`src/rtl/rr_stream_mux.sv`:
```
// N:1 valid/ready stream mux with round-robin arbitration and a registered output stage.
// Optional packet lock (grant held until in_last) is enabled by defining RR_STREAM_MUX_LOCK_EN.
module rr_stream_mux #(
  parameter int unsigned N     = 4,
  parameter int unsigned WIDTH = 8
) (
  input  logic                   clk,
  input  logic                   rst_n,
  input  logic [N-1:0]           in_valid,
  input  logic [N*WIDTH-1:0]     in_data,
  input  logic [N-1:0]           in_last,
  output logic [N-1:0]           in_ready,
  output logic                   out_valid,
  output logic [WIDTH-1:0]       out_data,
  output logic [$clog2(N)-1:0]   out_sel,
  output logic                   out_last,
  input  logic                   out_ready
);

  localparam int unsigned SELW = $clog2(N);

  logic [SELW-1:0]  ptr_q, ptr_d;
  logic [N-1:0]     grant;
  logic [SELW-1:0]  win;
  logic [SELW:0]    cand;
  logic             found;
  logic             space;
  logic             xfer;
  logic [WIDTH-1:0] sel_data;
  logic             sel_last;
  logic             locked;
  logic [SELW-1:0]  lock_ch;

  logic             out_valid_q, out_valid_d;
  logic [WIDTH-1:0] out_data_q, out_data_d;
  logic [SELW-1:0]  out_sel_q, out_sel_d;
  logic             out_last_q, out_last_d;

`ifdef RR_STREAM_MUX_LOCK_EN
  logic            lock_q, lock_d;
  logic [SELW-1:0] lock_ch_q, lock_ch_d;

  assign locked  = lock_q;
  assign lock_ch = lock_ch_q;
`else
  assign locked  = 1'b0;
  assign lock_ch = '0;
`endif

  assign space = ~out_valid_q | out_ready;

  // Rotating search starting at ptr; candidates are folded back below N so
  // indices >= N are never granted for non-power-of-2 N.
  always_comb begin
    grant = '0;
    win   = '0;
    found = 1'b0;
    cand  = '0;
    if (locked) begin
      win = lock_ch;
      if (in_valid[lock_ch]) begin
        grant[lock_ch] = 1'b1;
      end
    end else begin
      for (int unsigned o = 0; o < N; o++) begin
        cand = {1'b0, ptr_q} + (SELW+1)'(o);
        if (cand >= (SELW+1)'(N)) begin
          cand = cand - (SELW+1)'(N);
        end
        if (!found && in_valid[cand[SELW-1:0]]) begin
          found                  = 1'b1;
          win                    = cand[SELW-1:0];
          grant[cand[SELW-1:0]]  = 1'b1;
        end
      end
    end
  end

  // Reset gating keeps producers from seeing an accept while the mux is held in reset.
  assign in_ready = grant & {N{space & rst_n}};
  assign xfer     = |(in_valid & in_ready);

  always_comb begin
    sel_data = '0;
    sel_last = 1'b0;
    for (int unsigned i = 0; i < N; i++) begin
      if (grant[i]) begin
        sel_data = in_data[i*WIDTH +: WIDTH];
        sel_last = in_last[i];
      end
    end
  end

  always_comb begin
    ptr_d = ptr_q;
`ifdef RR_STREAM_MUX_LOCK_EN
    lock_d    = lock_q;
    lock_ch_d = lock_ch_q;
    if (xfer) begin
      lock_d    = ~sel_last;
      lock_ch_d = win;
      // Pointer only moves when a packet completes.
      if (sel_last) begin
        ptr_d = (win == SELW'(N-1)) ? '0 : win + SELW'(1);
      end
    end
`else
    if (xfer) begin
      ptr_d = (win == SELW'(N-1)) ? '0 : win + SELW'(1);
    end
`endif
  end

  always_comb begin
    out_valid_d = out_valid_q;
    out_data_d  = out_data_q;
    out_sel_d   = out_sel_q;
    out_last_d  = out_last_q;
    if (xfer) begin
      out_valid_d = 1'b1;
      out_data_d  = sel_data;
      out_sel_d   = win;
      out_last_d  = sel_last;
    end else if (out_ready) begin
      out_valid_d = 1'b0;
    end
  end

  always_ff @(posedge clk or negedge rst_n) begin
    if (!rst_n) begin
      ptr_q       <= '0;
      out_valid_q <= 1'b0;
      out_data_q  <= '0;
      out_sel_q   <= '0;
      out_last_q  <= 1'b0;
    end else begin
      ptr_q       <= ptr_d;
      out_valid_q <= out_valid_d;
      out_data_q  <= out_data_d;
      out_sel_q   <= out_sel_d;
      out_last_q  <= out_last_d;
    end
  end

`ifdef RR_STREAM_MUX_LOCK_EN
  always_ff @(posedge clk or negedge rst_n) begin
    if (!rst_n) begin
      lock_q    <= 1'b0;
      lock_ch_q <= '0;
    end else begin
      lock_q    <= lock_d;
      lock_ch_q <= lock_ch_d;
    end
  end
`endif

  assign out_valid = out_valid_q;
  assign out_data  = out_data_q;
  assign out_sel   = out_sel_q;
  assign out_last  = out_last_q;

endmodule

```
`config.mk`:
```
export PLATFORM = sky130hd
export DESIGN_NAME = rr_stream_mux
export DESIGN_NICKNAME = d
export VERILOG_FILES = /design/src/rtl/rr_stream_mux.sv
export SDC_FILE = /design/constraint.sdc
export NUM_CORES = 1
export LEC_CHECK = 0
export ABC_CLOCK_PERIOD_IN_PS = 7800
export BUFFER_PORTS_ARGS = -buffer_cell sky130_fd_sc_hd__buf_4
export CAP_MARGIN = 20
export CORE_MARGIN = 2
export CORE_UTILIZATION = 55
export CTS_BUF_LIST = sky130_fd_sc_hd__clkbuf_4 sky130_fd_sc_hd__clkbuf_8
export CTS_CLUSTER_DIAMETER = 120
export DETAILED_ROUTE_END_ITERATION = 6
export GPL_ROUTABILITY_DRIVEN = 1
export HOLD_SLACK_MARGIN = 0.1
export PLACE_DENSITY_LB_ADDON = 0.08
export RECOVER_POWER = 25
export SLEW_MARGIN = 20
export SYNTH_ARGS = -nofsm -noshare
export SYNTH_HDL_FRONTEND = slang
export SYNTH_SLANG_ARGS = --single-unit
```
`constraint.sdc`:
```
create_clock -name clk -period 7.8 [get_ports clk]
set_input_delay 0.78 -clock clk [delete_from_list [all_inputs] [get_ports clk]]
set_output_delay 0.78 -clock clk [all_outputs]
set_load 0.02 [all_outputs]
```
==> impl_summary.txt <==
----------------------------------------------------
[Synth]
  Synthesized net count ... 214
  Async SR Flop Fraction ... 100%
  #FFs+latches synth ... 14
  Total number of yosys warnings ... 0
  Mean area per synthesized cell ... 9.14 um2
  Most area-consuming cells after synthesis ... sky130_fd_sc_hd__dfrtp_1, sky130_fd_sc_hd__mux2i_1, sky130_fd_sc_hd__mux2_2
  Share of the yosys chip area belonging to registers ... 23.2%
  Area of the mapped netlist ... 1510 um2
  Post-Synthesis Cells ... 165
  Top_reg_cell synth ... sky130_fd_sc_hd__dfrtp_1
  Post-synth top area cell ... sky130_fd_sc_hd__dfrtp_1
  Proportion of netlist area held by the largest area contributor ... 23.2%
  Distinct cell type count after synthesis ... 39
  Count of flip-flops with a built-in enable after synthesis ... 0

[Clock network]
  Cts bufs inserted ... 3
  TritonCTS clock tree ... built
  Root Buffer Master ... sky130_fd_sc_hd__clkbuf_4
  Maximum buffer depth of the clock tree ... 2
  Clock sink total ... 14
  Source-to-sink clock delay at the later pin of the worst-skew pair ... 0.27 ns
  Setup fix buffers added after clock tree synthesis ... 0
  Number of gates given a new drive strength after cts ... 0
  Clock Pin Slew Worst Setup and Hold Paths ... 0.08 ns
  CTS H-tree lvls ... 1
  Post-CTS Hold Buffers ... 0

[STA]
  Skew final ... 0.00237 ns
  Setup repair after global routing missed its margin ... false
  Sum Neg Setup Slack ... 0 ns
  FMAX ... 239 MHz
  Final hold violation count ... 0
  Worst slew slack as a fraction of its limit ... 41.6%
  Number of max-slew violations in the final report ... 0
  # setup viols final ... 0
  Final critical-path required period ... 4.19 ns
  Hold slack final ... 0.514 ns
  Slew at the pin closest to its max-slew limit ... 0.876 ns
  Fraction of the cycle the final worst path needs ... 53.7%

[Job]
  Max-cap check violation count ... 0

[Critical path]
  Endpoint required time on the critical path ... 7.02 ns
  Critical Path End Type ... primary output
  Endpoint arrival time on the critical path ... 3.41 ns
  Largest driver fanout on the critical path ... 18
  Category of the worst setup path launch point ... register
  Startpoint-to-endpoint class of the critical path ... register to primary output

[Global route]
  Number of global-route vias before repair ... 1411
  Initial antenna violation count ... 0
  First-pass GRT wire length ... 6840 um
  Maximum number of pins on one net before global-route repair ... 19
  Overflow left after global routing ... 0
  Global Route Usage Sum ... 27.0%

[Routing]
  Routed vias/inst ... 6.20
  First-iteration detailed-routing DRC count ... 87
  Post-route DRC ... 0
  Total detailed-routing wirelength ... 4220 um
  Number of iterations in the first detailed-routing pass ... 4
  Overall via count from detail_route ... 1518
  Remaining antenna violation count after routing ... 0
  Post-DR wirelength/cell ... 17.2 um

[Power and ir drop]
  Power Dens Cells ... 477 nW/um2
  Tot Pwr ... 0.928 mW
  Worst ir drop on vdd ... 0.000349 V
  Lkg Pwr ... 0.943 nW

[Placement]
  Number of placed instances with taps included ... 241
  Number of buffers inserted by port buffering ... 58
  RD Place Congestion ... 0.971
  Detailed placement HPWL ... 3340 um

[Layout]
  Combined area of the multi-input logic cells ... 1030 um2
  Synth-to-layout area growth ... 29.0%
  Fillcell total ... 191
  Fraction of layout instances using a drive strength above 1 ... 39.1%
  FF/Latch Area ... 350 um2
  Diode insertion count for antenna repair ... 0
  Net total in the final layout ... 265
  Non-filler cells in the finished layout ... 245

[Floorplan]
  Area of the placeable core ... 2540 um2
  Horizontal die dimension ... 56.4 um
  Die outline height ... 56.4 um
  Site Rows ... 18
  I/O Pins ... 59
  Die Area ... 3180 um2
  Starting Density ... 59.2%

[Run status]
  Run status ... completed

[Hold path]
  Worst Hold Class ... register to register

----------------------------------------------------
[stage by stage]
step,utilization (%),area [um2],setup slack [ns]
CTS,76.4,1940,3.48
detailed placement,75.0,1910,3.67
global route,76.5,1950,3.39
floorplan,-,1510,4.19
finish,76.5,1950,3.61
global placement,75.0,1910,3.89
[placed cells by master (no fill, tap or decap), types with 2 or more instances in the layout]
| cell type | Yosys | layout |
|---|---|---|
| sky130_fd_sc_hd__nand2_1 | 10 | 10 |
| sky130_fd_sc_hd__a21oi_1 | 4 | 4 |
| sky130_fd_sc_hd__nor2_1 | 16 | 16 |
| sky130_fd_sc_hd__dfrtp_1 | 14 | 14 |
| sky130_fd_sc_hd__mux4_2 | 4 | 4 |
| sky130_fd_sc_hd__o31a_1 | 9 | 9 |
| sky130_fd_sc_hd__o21ai_0 | 5 | 5 |
| sky130_fd_sc_hd__nor3_1 | 3 | 2 |
| sky130_fd_sc_hd__ha_1 | 6 | 6 |
| sky130_fd_sc_hd__mux2_4 | 5 | 5 |
| sky130_fd_sc_hd__and2_1 | 7 | 7 |
| sky130_fd_sc_hd__o221ai_1 | 2 | 2 |
| sky130_fd_sc_hd__mux2i_1 | 10 | 10 |
| sky130_fd_sc_hd__nor2b_1 | 2 | 2 |
| sky130_fd_sc_hd__nand2b_1 | 3 | 3 |
| sky130_fd_sc_hd__clkbuf_4 | 0 | 3 |
| sky130_fd_sc_hd__a221oi_1 | 9 | 9 |
| sky130_fd_sc_hd__o31ai_1 | 3 | 3 |
| sky130_fd_sc_hd__mux2_2 | 8 | 8 |
| sky130_fd_sc_hd__inv_1 | 15 | 15 |
| sky130_fd_sc_hd__buf_4 | 0 | 58 |
[worst paths after layout]
| check | startpoint | to | slack, ns | cells after the start |
|---|---|---|---|---|
| max in group asynchronous | rst_n | out_data[3]$_DFFE_PN0P_ | 6.79 | 1 |
| worst max-delay path | register | in_ready[0] | 3.61 | 8 |
| worst min register to register | out_data[4]$_DFFE_PN0P_ | out_data[4]$_DFFE_PN0P_ | 0.51 | 1 |
| min in group asynchronous | rst_n | out_sel[1]$_DFFE_PN0P_ | 0.54 | 1 |
| worst max register to register | register | out_data[3]$_DFFE_PN0P_ | 3.75 | 8 |
| worst min-delay path | out_data[4]$_DFFE_PN0P_ | out_data[4]$_DFFE_PN0P_ | 0.51 | 1 |
[worst max-delay path, cell delays in order (launching register included)]
cell and delay (ns):
sky130_fd_sc_hd__dfrtp_1 0.78, sky130_fd_sc_hd__inv_1 0.15, sky130_fd_sc_hd__ha_1 0.50, sky130_fd_sc_hd__mux4_2 0.44, sky130_fd_sc_hd__nor4b_2 0.44, sky130_fd_sc_hd__and2_1 0.42
sky130_fd_sc_hd__nor3_1 0.11, sky130_fd_sc_hd__nor2_1 0.12, sky130_fd_sc_hd__buf_4 0.16
[cells by family (layout without fill, tap and decap cells)]
kind of cell               count (synthesis)  in the layout  share of synthesized area (%)
AOI/OAI and AO/OA                         43             43                           23.2
DFF                                       14             14                           23.2
and+or+nand+nor                           46             46                           15.4
adders and majority gates                  6              6                           4.98
buffers and inverters                     28             78                           9.04
muxes                                     27             27                           23.6
xor gates and xnor gates                   1              1                          0.581
[cells in the mapped netlist (6+ instances only)]
master / n
sky130_fd_sc_hd__dfrtp_1: 14
sky130_fd_sc_hd__nor2_1: 16
sky130_fd_sc_hd__a221oi_1: 9
sky130_fd_sc_hd__o31a_1: 9
sky130_fd_sc_hd__mux2i_1: 10
sky130_fd_sc_hd__mux2_2: 8
sky130_fd_sc_hd__inv_1: 15
sky130_fd_sc_hd__buf_2: 7
sky130_fd_sc_hd__nand2_1: 10
sky130_fd_sc_hd__and2_1: 7
sky130_fd_sc_hd__ha_1: 6
[power breakdown]
part / leakage (nW) / switching (mW) / internal [mW]
Sequential: 0.166 / 0.0430 / 0.112
Combinational: 0.755 / 0.384 / 0.337
Clock: 0.0210 / 0.0225 / 0.0284
Total: 0.943 / 0.450 / 0.478
[sequential cells by signal (all words and copies together) (netlist names), named ones only]
register,flops
out_data,8
out_last,1
out_sel,2
out_valid,1
ptr_q,1
[final cells by class]
type,instances,area share (%)
clock buffers,4,1.86
inverters,15,2.89
multi-input cells,123,52.7
flip-flops and latches,14,18.0
well taps,30,1.93
repair buffers,59,22.6
[metal layers]
metal	track usage, %	up-vias	routed length [um]
li1	-	702	-
met1	38.5	713	1840
met2	41.5	95	1990
met3	4.38	8	341
met4	8.84	0	47
met5	0	-	0
Note: power is estimated with default switching activity, not from simulation.
